--- src/rtl/mc_maindec_if.sv ---
// mc_maindec_if: control/handshake bundle between the multicycle main decoder and the datapath/memory
//   master (decoder): in  op, mem_ready; out mem_req and all datapath control outputs
//   slave  (datapath/memory): the mirror image
interface mc_maindec_if;
  logic [5:0] op;
  logic       mem_ready;
  logic       mem_req;
  logic       iord;
  logic       irwrite;
  logic       pcwrite;
  logic       branch;
  logic       bne;
  logic [1:0] pcsrc;
  logic       alusrca;
  logic [1:0] alusrcb;
  logic       zeroext;
  logic [2:0] aluop;
  logic       regwrite;
  logic       regdst;
  logic       memtoreg;
  logic [1:0] memwrite;
  logic [2:0] readtype;
  logic       illegal;
  logic       bus_err;
  modport master (
    input  op, mem_ready,
    output mem_req, iord, irwrite, pcwrite, branch, bne, pcsrc, alusrca, alusrcb, zeroext,
           aluop, regwrite, regdst, memtoreg, memwrite, readtype, illegal, bus_err
  );
  modport slave (
    output op, mem_ready,
    input  mem_req, iord, irwrite, pcwrite, branch, bne, pcsrc, alusrca, alusrcb, zeroext,
           aluop, regwrite, regdst, memtoreg, memwrite, readtype, illegal, bus_err
  );
endinterface

--- src/rtl/mc_maindec.sv ---
// mc_maindec: multicycle MIPS-64 main decoder FSM with req/ready memory handshake and timeout
//   clk, reset : clock, synchronous active-high reset
//   bus        : mc_maindec_if.master (op, mem_ready in; mem_req and datapath controls out)
//   retired, stall_cyc : performance counters, present only with MC_MAINDEC_PERF_EN defined
module mc_maindec #(
  parameter int WAIT_MAX = 15,
  parameter int CNT_W    = 4
) (
  input logic          clk,
  input logic          reset,
  mc_maindec_if.master bus
`ifdef MC_MAINDEC_PERF_EN
  ,
  output logic [31:0]  retired,
  output logic [31:0]  stall_cyc
`endif
);
  localparam logic [5:0] RTYPE = 6'b000000, LD = 6'b110111, LWU = 6'b100111, LW = 6'b100011;
  localparam logic [5:0] LBU = 6'b100100, LB = 6'b100000, SD = 6'b111111, SW = 6'b101011;
  localparam logic [5:0] SB = 6'b101000, BEQ = 6'b000100, BNE = 6'b000101, J = 6'b000010;
  localparam logic [5:0] ADDI = 6'b001000, DADDI = 6'b011000, ANDI = 6'b001100;
  localparam logic [5:0] ORI = 6'b001101, SLTI = 6'b001010;
  typedef enum logic [3:0] {
    FETCH, DECODE, MEMADR, MEMRD, MEMWB, MEMWR, EXEC, ALUWB, IMMEX, IMMWB, BRANCH, JUMP
  } state_t;
  state_t           state_q, state_d;
  logic [CNT_W-1:0] cnt_q, cnt_d;
  logic             is_ld, is_st, is_imm, mem_st, tmo;
  logic [2:0]       rt, imm_op;
  logic [1:0]       mw;
  assign is_ld  = bus.op inside {LD, LWU, LW, LBU, LB};
  assign is_st  = bus.op inside {SD, SW, SB};
  assign is_imm = bus.op inside {ADDI, DADDI, ANDI, ORI, SLTI};
  assign rt     = bus.op == LWU ? 3'b001 : bus.op == LB ? 3'b010 : bus.op == LBU ? 3'b011 :
                  bus.op == LD ? 3'b100 : 3'b000;
  assign mw     = bus.op == SD ? 2'b11 : bus.op == SW ? 2'b01 : bus.op == SB ? 2'b10 : 2'b00;
  assign imm_op = bus.op == ANDI ? 3'b001 : bus.op == ORI ? 3'b010 : bus.op == SLTI ? 3'b011 : 3'b000;
  // States that hold mem_req high; the wait counter only runs here
  assign mem_st = state_q inside {FETCH, MEMRD, MEMWR};
  // Ready on the limit cycle wins, so timeout requires mem_ready low
  assign tmo    = WAIT_MAX != 0 && mem_st && !bus.mem_ready && cnt_q == CNT_W'(WAIT_MAX);
  // Leaving a mem state always goes through ready or timeout, both of which clear the count,
  // so every mem state is entered with a zero counter
  assign cnt_d  = mem_st && !bus.mem_ready && !tmo ?
                  (cnt_q == CNT_W'(WAIT_MAX) ? cnt_q : cnt_q + CNT_W'(1)) : '0;
  always_comb begin
    state_d      = state_q;
    bus.mem_req  = 1'b0;
    bus.iord     = 1'b0;
    bus.irwrite  = 1'b0;
    bus.pcwrite  = 1'b0;
    bus.branch   = 1'b0;
    bus.bne      = 1'b0;
    bus.pcsrc    = 2'b00;
    bus.alusrca  = 1'b0;
    bus.alusrcb  = 2'b00;
    bus.zeroext  = 1'b0;
    bus.aluop    = 3'b000;
    bus.regwrite = 1'b0;
    bus.regdst   = 1'b0;
    bus.memtoreg = 1'b0;
    bus.memwrite = 2'b00;
    bus.readtype = 3'b000;
    bus.illegal  = 1'b0;
    bus.bus_err  = 1'b0;
    if (!reset) begin
      case (state_q)
        FETCH: begin
          bus.mem_req = 1'b1;
          bus.alusrcb = 2'b01;
          bus.irwrite = bus.mem_ready;
          bus.pcwrite = bus.mem_ready;
          state_d     = bus.mem_ready ? DECODE : FETCH;
        end
        DECODE: begin
          bus.alusrcb = 2'b11;
          state_d     = is_ld || is_st ? MEMADR : bus.op == RTYPE ? EXEC : is_imm ? IMMEX :
                        bus.op inside {BEQ, BNE} ? BRANCH : bus.op == J ? JUMP : FETCH;
          bus.illegal = state_d == FETCH;
        end
        MEMADR: begin
          bus.alusrca = 1'b1;
          bus.alusrcb = 2'b10;
          state_d     = is_ld ? MEMRD : MEMWR;
        end
        MEMRD: begin
          bus.mem_req  = 1'b1;
          bus.iord     = 1'b1;
          bus.readtype = rt;
          state_d      = bus.mem_ready ? MEMWB : MEMRD;
        end
        MEMWB: begin
          bus.regwrite = 1'b1;
          bus.memtoreg = 1'b1;
          bus.readtype = rt;
          state_d      = FETCH;
        end
        MEMWR: begin
          bus.mem_req  = 1'b1;
          bus.iord     = 1'b1;
          bus.memwrite = mw;
          state_d      = bus.mem_ready ? FETCH : MEMWR;
        end
        EXEC: begin
          bus.alusrca = 1'b1;
          bus.aluop   = 3'b111;
          state_d     = ALUWB;
        end
        ALUWB: begin
          bus.regwrite = 1'b1;
          bus.regdst   = 1'b1;
          state_d      = FETCH;
        end
        IMMEX: begin
          bus.alusrca = 1'b1;
          bus.alusrcb = 2'b10;
          bus.aluop   = imm_op;
          bus.zeroext = bus.op inside {ANDI, ORI};
          state_d     = IMMWB;
        end
        IMMWB: begin
          bus.regwrite = 1'b1;
          state_d      = FETCH;
        end
        BRANCH: begin
          bus.alusrca = 1'b1;
          bus.aluop   = 3'b100;
          bus.branch  = 1'b1;
          bus.bne     = bus.op == BNE;
          bus.pcsrc   = 2'b01;
          state_d     = FETCH;
        end
        JUMP: begin
          bus.pcwrite = 1'b1;
          bus.pcsrc   = 2'b10;
          state_d     = FETCH;
        end
        default: state_d = FETCH;
      endcase
      if (tmo) begin
        bus.bus_err  = 1'b1;
        bus.memwrite = 2'b00;
        state_d      = FETCH;
      end
    end
  end
  always_ff @(posedge clk) begin
    if (reset) begin
      state_q <= FETCH;
      cnt_q   <= '0;
    end else begin
      state_q <= state_d;
      cnt_q   <= cnt_d;
    end
  end
`ifdef MC_MAINDEC_PERF_EN
  logic [31:0] retired_q, stall_q;
  logic        ret;
  assign ret = state_q inside {MEMWB, ALUWB, IMMWB, BRANCH, JUMP} || (state_q == MEMWR && bus.mem_ready);
  always_ff @(posedge clk) begin
    if (reset) begin
      retired_q <= '0;
      stall_q   <= '0;
    end else begin
      retired_q <= retired_q + 32'(ret);
      stall_q   <= stall_q + 32'(mem_st && !bus.mem_ready);
    end
  end
  assign retired   = retired_q;
  assign stall_cyc = stall_q;
`endif
endmodule
--- src/flat_wrapper.sv ---
// flat-port wrapper written by rule: the top's interface ports become plain ports
module mc_maindec_flat 
#(
  parameter int WAIT_MAX = 15,
  parameter int CNT_W    = 4
)
  (clk, reset, bus_op, bus_mem_ready, bus_mem_req, bus_iord, bus_irwrite, bus_pcwrite, bus_branch, bus_bne, bus_pcsrc, bus_alusrca, bus_alusrcb, bus_zeroext, bus_aluop, bus_regwrite, bus_regdst, bus_memtoreg, bus_memwrite, bus_readtype, bus_illegal, bus_bus_err);
  mc_maindec_if bus_i ();
  input logic clk;
  input logic reset;
  input wire logic [$bits(bus_i.op)-1:0] bus_op;
  input wire logic [$bits(bus_i.mem_ready)-1:0] bus_mem_ready;
  output wire logic [$bits(bus_i.mem_req)-1:0] bus_mem_req;
  output wire logic [$bits(bus_i.iord)-1:0] bus_iord;
  output wire logic [$bits(bus_i.irwrite)-1:0] bus_irwrite;
  output wire logic [$bits(bus_i.pcwrite)-1:0] bus_pcwrite;
  output wire logic [$bits(bus_i.branch)-1:0] bus_branch;
  output wire logic [$bits(bus_i.bne)-1:0] bus_bne;
  output wire logic [$bits(bus_i.pcsrc)-1:0] bus_pcsrc;
  output wire logic [$bits(bus_i.alusrca)-1:0] bus_alusrca;
  output wire logic [$bits(bus_i.alusrcb)-1:0] bus_alusrcb;
  output wire logic [$bits(bus_i.zeroext)-1:0] bus_zeroext;
  output wire logic [$bits(bus_i.aluop)-1:0] bus_aluop;
  output wire logic [$bits(bus_i.regwrite)-1:0] bus_regwrite;
  output wire logic [$bits(bus_i.regdst)-1:0] bus_regdst;
  output wire logic [$bits(bus_i.memtoreg)-1:0] bus_memtoreg;
  output wire logic [$bits(bus_i.memwrite)-1:0] bus_memwrite;
  output wire logic [$bits(bus_i.readtype)-1:0] bus_readtype;
  output wire logic [$bits(bus_i.illegal)-1:0] bus_illegal;
  output wire logic [$bits(bus_i.bus_err)-1:0] bus_bus_err;
  assign bus_i.op = bus_op;
  assign bus_i.mem_ready = bus_mem_ready;
  assign bus_mem_req = bus_i.mem_req;
  assign bus_iord = bus_i.iord;
  assign bus_irwrite = bus_i.irwrite;
  assign bus_pcwrite = bus_i.pcwrite;
  assign bus_branch = bus_i.branch;
  assign bus_bne = bus_i.bne;
  assign bus_pcsrc = bus_i.pcsrc;
  assign bus_alusrca = bus_i.alusrca;
  assign bus_alusrcb = bus_i.alusrcb;
  assign bus_zeroext = bus_i.zeroext;
  assign bus_aluop = bus_i.aluop;
  assign bus_regwrite = bus_i.regwrite;
  assign bus_regdst = bus_i.regdst;
  assign bus_memtoreg = bus_i.memtoreg;
  assign bus_memwrite = bus_i.memwrite;
  assign bus_readtype = bus_i.readtype;
  assign bus_illegal = bus_i.illegal;
  assign bus_bus_err = bus_i.bus_err;
  mc_maindec #(.WAIT_MAX(WAIT_MAX), .CNT_W(CNT_W)) u_core (.clk(clk), .reset(reset), .bus(bus_i));
endmodule
--- config.mk ---
export PLATFORM = sky130hd
export DESIGN_NAME = mc_maindec_flat
export DESIGN_NICKNAME = d
export VERILOG_FILES = /design/src/rtl/mc_maindec_if.sv /design/src/rtl/mc_maindec.sv /design/src/flat_wrapper.sv
export SDC_FILE = /design/constraint.sdc
export NUM_CORES = 1
export LEC_CHECK = 0
export ABC_AREA = 0
export CAP_MARGIN = 40
export CORE_AREA = 2 2 51 53
export CTS_BUF_LIST = sky130_fd_sc_hd__clkbuf_16
export CTS_CLUSTER_DIAMETER = 80
export DETAILED_ROUTE_END_ITERATION = 7
export DIE_AREA = 0 0 53 55
export PLACE_DENSITY = 0.77
export SYNTH_ARGS = -nofsm -noshare
export SYNTH_HDL_FRONTEND = slang
export SYNTH_SLANG_ARGS = --single-unit
--- constraint.sdc ---
create_clock -name clk -period 2 [get_ports clk]
set_input_delay 0.4 -clock clk [delete_from_list [all_inputs] [get_ports clk]]
set_output_delay 0.4 -clock clk [all_outputs]
set_load 0.01 [all_outputs]
# Word level (Yosys, flattened, before mapping)
# Cells that the tools add are included.
[op_classes] n_eq_ne=28 mux=57 n_addsub=1 n_reduce_logical=23 bitwise=1
[op_table] op="$eq A6 B6 Y1 const B" count=8
[op_table] op="$mux W3" count=12
[op_table] op="$pmux W4 S7" count=1
[op_table] op="$mux W1" count=26
[op_table] op="$eq A6 B4 Y1 const B" count=4
[op_table] op="$eq A4 B4 Y1 const B" count=5
[op_table] op="$mux W4" count=5
[op_table] op="$mux W2" count=9
[op_table] op="$eq A4 B3 Y1 const B" count=4
[op_table] op="$eq A6 B3 Y1 const B" count=2
[op_table] op="$reduce_bool A5 Y1" count=2
[op_table] op="$reduce_or A2 Y1" count=5
[op_table] op="$pmux W3 S3" count=1
[op_table] op="$eq A4 B2 Y1 const B" count=2
[op_table] op="$logic_not A4 Y1" count=2
[op_table] op="$eq A6 B2 Y1 const B" count=1
[op_table] op="$eq A6 B5 Y1 const B" count=1
[op_table] op="$logic_not A6 Y1" count=1
[op_table] op="$pmux W2 S3" count=1
[op_table] op="$reduce_bool A3 Y1" count=2
[op_table] op="$reduce_or A3 Y1" count=2
[op_table] op="$add A4 B1 Y4 const B" count=1
[op_table] op="$eq A4 B1 Y1 const B" count=1
[op_table] op="$pmux W2 S2" count=1
[op_table] op="other kinds (7)" count=11
[word_totals] word_cells=112 out_inout_bits=25 regBits=8 input_bits=9

# Depth between registers and ports, before layout
[logic_depth] depth_word=9 mapped_depth=6 mapped_depth_nobuf=6

# Worst setup path before layout
# Ideal clock, no wire load.
[synth_timing] kind="register to output" startpoint="register u_core.cnt_q[0]" endpoint="output bus_memwrite[0]" arrival_time_ps=1714 required_ps=1600 path_slack_ps=-114 stages_incl_launch_ff=6 n_path_buf=0 path_cell_list="dfxtp_1 > ha_1 > nand3_1 > nor3_1 > or4_1 > nor4_1"
[synth_via] elab_chain_len=4
[synth_lines] element="from (decl)" line="mc_maindec.sv:27" text="logic [CNT_W-1:0] cnt_q, cnt_d;"
[synth_lines] element="from (signal assigned)" line="mc_maindec.sv:153" text="cnt_q <= cnt_d;"
[synth_lines] element="$eq A4 B4 Y1" line="mc_maindec.sv:41" text="assign tmo = WAIT_MAX != 0 && mem_st && !bus.mem_ready && cnt_q == CNT_W'(WAIT_MAX);"
[synth_lines] element="$logic_and A1 B1 Y1" line="mc_maindec.sv:41"
[synth_lines] element="$mux W2" line="mc_maindec.sv:140" text="if (tmo) begin"
[synth_lines] element="$mux W2" line="mc_maindec.sv:66" text="if (!reset) begin"
[synth_lines] element="to (decl)" line="flat_wrapper.sv:27" text="output wire logic [$bits(bus_i.memwrite)-1:0] bus_memwrite;"
# No other way between the ends.

# Worst setup path after layout
[layout_timing] startpoint="input reset" endpoint="output bus_memwrite[0]"
[layout_via] elab_chain_len=1
[layout_lines] element="from (decl)" line="flat_wrapper.sv:10" text="input logic reset;"
[layout_lines] element="$mux W2" line="mc_maindec.sv:66"
# No other way between the ends.

==> flow_metrics.py <==
metrics = {
    "place": {
        "dp_hpwl_um": 2790,
        "place_congestion": 0.848,
        "io_buffers": 33,
        "dp_slack_ns": -0.844,
    },
    "logic_synthesis": {
        "synth_nets": 169,
        "syn_avg_cell_area_um2": 6.43,
        "async_flop_share": 0,
        "synth_edf_count": 0,
        "postSynthCellCount": 159,
        "ys_seq_area_frac": 0.157,
        "synthesis.area_um2": 1020,
        "synth_ff_type": "dfxtp_1",
        "synth.distinct_cells": 46,
        "ys_warn_count": 0,
        "synth.ff_latch_count": 8,
    },
    "setup_path": {
        "endpoint_kind": "output pin",
        "required_ns": 1.60,
        "cp.arrival_ns": 1.72,
        "critPathLaunchType": "input port",
        "crit_type": "in2out",
        "critical_path.max_fanout": 2,
    },
    "die": {
        "dieArea_um2": 2920,
        "die_w_um": 53,
        "start_util": 0.432,
        "die_y_um": 55,
        "core_um2": 2360,
        "rows": 18,
        "pin_count": 34,
    },
    "routing": {
        "dr.pass1.iters": 4,
        "m1WireLength_um": 1540,
        "route.met3.wl_um": 301,
        "via_count": 1554,
        "drcViolationCount": 0,
        "initialDrtViolationCount": 70,
        "ant_nets": 0,
        "routedWlPerCell_um": 16.4,
        "via_per_inst": 5.84,
        "wl_um": 4360,
        "met2_length_um": 2320,
        "top_layer_used": "met4",
    },
    "sta": {
        "setup_viol": 3,
        "maxSlewHeadroom": 0.737,
        "fin_ws_ns": -0.124,
        "maxSlewViolCount": 0,
        "rsz0062_at_grt": "yes",
        "finalCritPeriodShare": 1.06,
        "period_needed_ns": 2.12,
        "fin_worst_skew_ns": 0.000839,
        "clock.fmax_mhz": 471,
        "worst_pin_slew_ns": 0.391,
        "hold_viol_final": 0,
    },
    "clocking": {
        "cts-root-buf": "clkbuf_16",
        "clk_pin_slew_ns": 0.03,
        "htreeDepth": 1,
        "clkLatencyLatePin_ns": 0.23,
        "numCtsBuffers": 3,
        "cts_tree": "done",
        "clockBufferDepth": 2,
        "clock_sinks": 8,
        "ctsHoldBuffers": 0,
    },
    "global_routing": {
        "grt_overflow": 0,
        "grt_pass1_vias": 1421,
        "grt_max_degree": 16,
        "grt_pass1_wl_um": 6180,
        "antenna_found_initial": 0,
        "grt_use_total": 0.283,
    },
    "final_layout": {
        "drive_gt1_frac": 0.496,
        "final_common_cell": "buf_4",
        "final_cell_mix": "50 x buf_4, 17 x nand2_1, 17 x nor2_1, 12 x a21oi_1, 12 x buf_2",
        "antennaDiodeCount": 0,
        "areaGrowthSynthToFinish_pct": 87.9,
        "final_nets": 248,
    },
    "worst_hold_path": {
        "hold_class": "reg2reg",
    },
    "power": {
        "vdd_drop_max_mv": 0.670,
        "fin_total_pwr_mw": 0.743,
        "p_leak_nw": 0.859,
        "power_density_nw_per_um2": 387,
    },
    "run": {
        "cap_viol_max_count": 0,
    },
    "status": {
        "failed_checks": "setup timing",
        "status": "finished with violations",
    },
}
## sequential cells by signal, summed over array words and instances (netlist names)
signal	count
u_core.cnt_q	4
u_core.state_q	4
## kinds of logic (layout without fill, tap and decap cells)
group | after synthesis | after routing | share of synthesized area
adders and majority gates | 1 | 1 | 0.0122
muxes | 3 | 3 | 0.0294
DFF | 8 | 8 | 0.157
AOI/OAI and AO/OA | 31 | 31 | 0.196
and+or+nand+nor | 94 | 94 | 0.485
xor gates and xnor gates | 4 | 4 | 0.0343
buffers and inverters | 18 | 95 | 0.0869
## where the power goes
| part | switching (mW) | leakage (nW) | total (mW) | internal (mW) |
|---|---|---|---|---|
| logic | 0.123 | 0.754 | 0.242 | 0.120 |
| clock network | 0.0728 | 0.0370 | 0.330 | 0.257 |
| registers | 0.00617 | 0.0682 | 0.170 | 0.164 |
## synth_stat cells, types with 2 or more instances
cell	n	area, um2
nand3_1	5	25.0
o21ai_0	4	20.0
buf_2	4	20.0
nor4_1	5	31.3
nand2_1	17	63.8
nor2b_1	7	43.8
inv_1	2	7.51
buf_4	2	15.0
xnor2_1	2	17.5
nand2b_1	9	56.3
clkbuf_1	7	26.3
a21oi_1	14	70.1
and3_1	2	12.5
mux2i_1	3	30.0
or2_2	5	31.3
nor3_1	9	45.0
dfxtp_1	8	160
xor2_1	2	17.5
nand4_1	4	25.0
nor2_1	22	82.6
## path summary, 6_finish.rpt
kind                     startpoint               to  slack (ns)  depth (start not counted)
hold / removal      u_core.cnt_q[0]  u_core.cnt_q[0]        0.54                          2
setup reg to reg  u_core.state_q[2]  u_core.cnt_q[0]        0.26                          8
hold reg to reg     u_core.cnt_q[0]  u_core.cnt_q[0]        0.54                          2
setup / recovery              reset  bus_memwrite[0]       -0.12                          6
## metrics by stage
step / utilization / area [um2] / cells / TNS [ns] / hold slack (ns)
floorplan: - / 1040 / 159 / 0 / 0.417
finish: 0.812 / 1920 / 266 / -0.223 / 0.536
global route: 0.812 / 1920 / 266 / -0.520 / 0.559
CTS: 0.778 / 1840 / 258 / -0.262 / 0.541
detailed placement: 0.708 / 1670 / 251 / -11.72 / 0.532
global placement: 0.708 / 1670 / 251 / -10.46 / 0.499
## per-layer routing
layer / GRT usage / up-vias
li1: - / 714
met4: 0.111 / 0
met1: 0.336 / 720
met3: 0.0215 / 29
met5: 0 / -
met2: 0.529 / 91
## final cells by class
class / count / area, um2
inverter: 2 / 7.51
timing repair buffer: 90 / 707
multi-input combinational: 133 / 921
tap: 30 / 37.5
clock buffer: 3 / 75.1
fill: 169 / 444
sequential: 8 / 173
## worst max-delay path, cell delays in order
cell	delay (ns)
dlygate4sd2_1	0.27
nor2_2	0.15
nand2_1	0.12
or4_4	0.47
nor4_4	0.14
buf_2	0.17
## repair_timing
action / CTS / global route
gates resized for setup: 108 / 28
pin swaps: 6 / 7
setup endpoints to repair: 28 / 16
hold endpoints to repair: 0 / 0
buffers inserted: 4 / 8
Power figures use the tool's default switching activity.
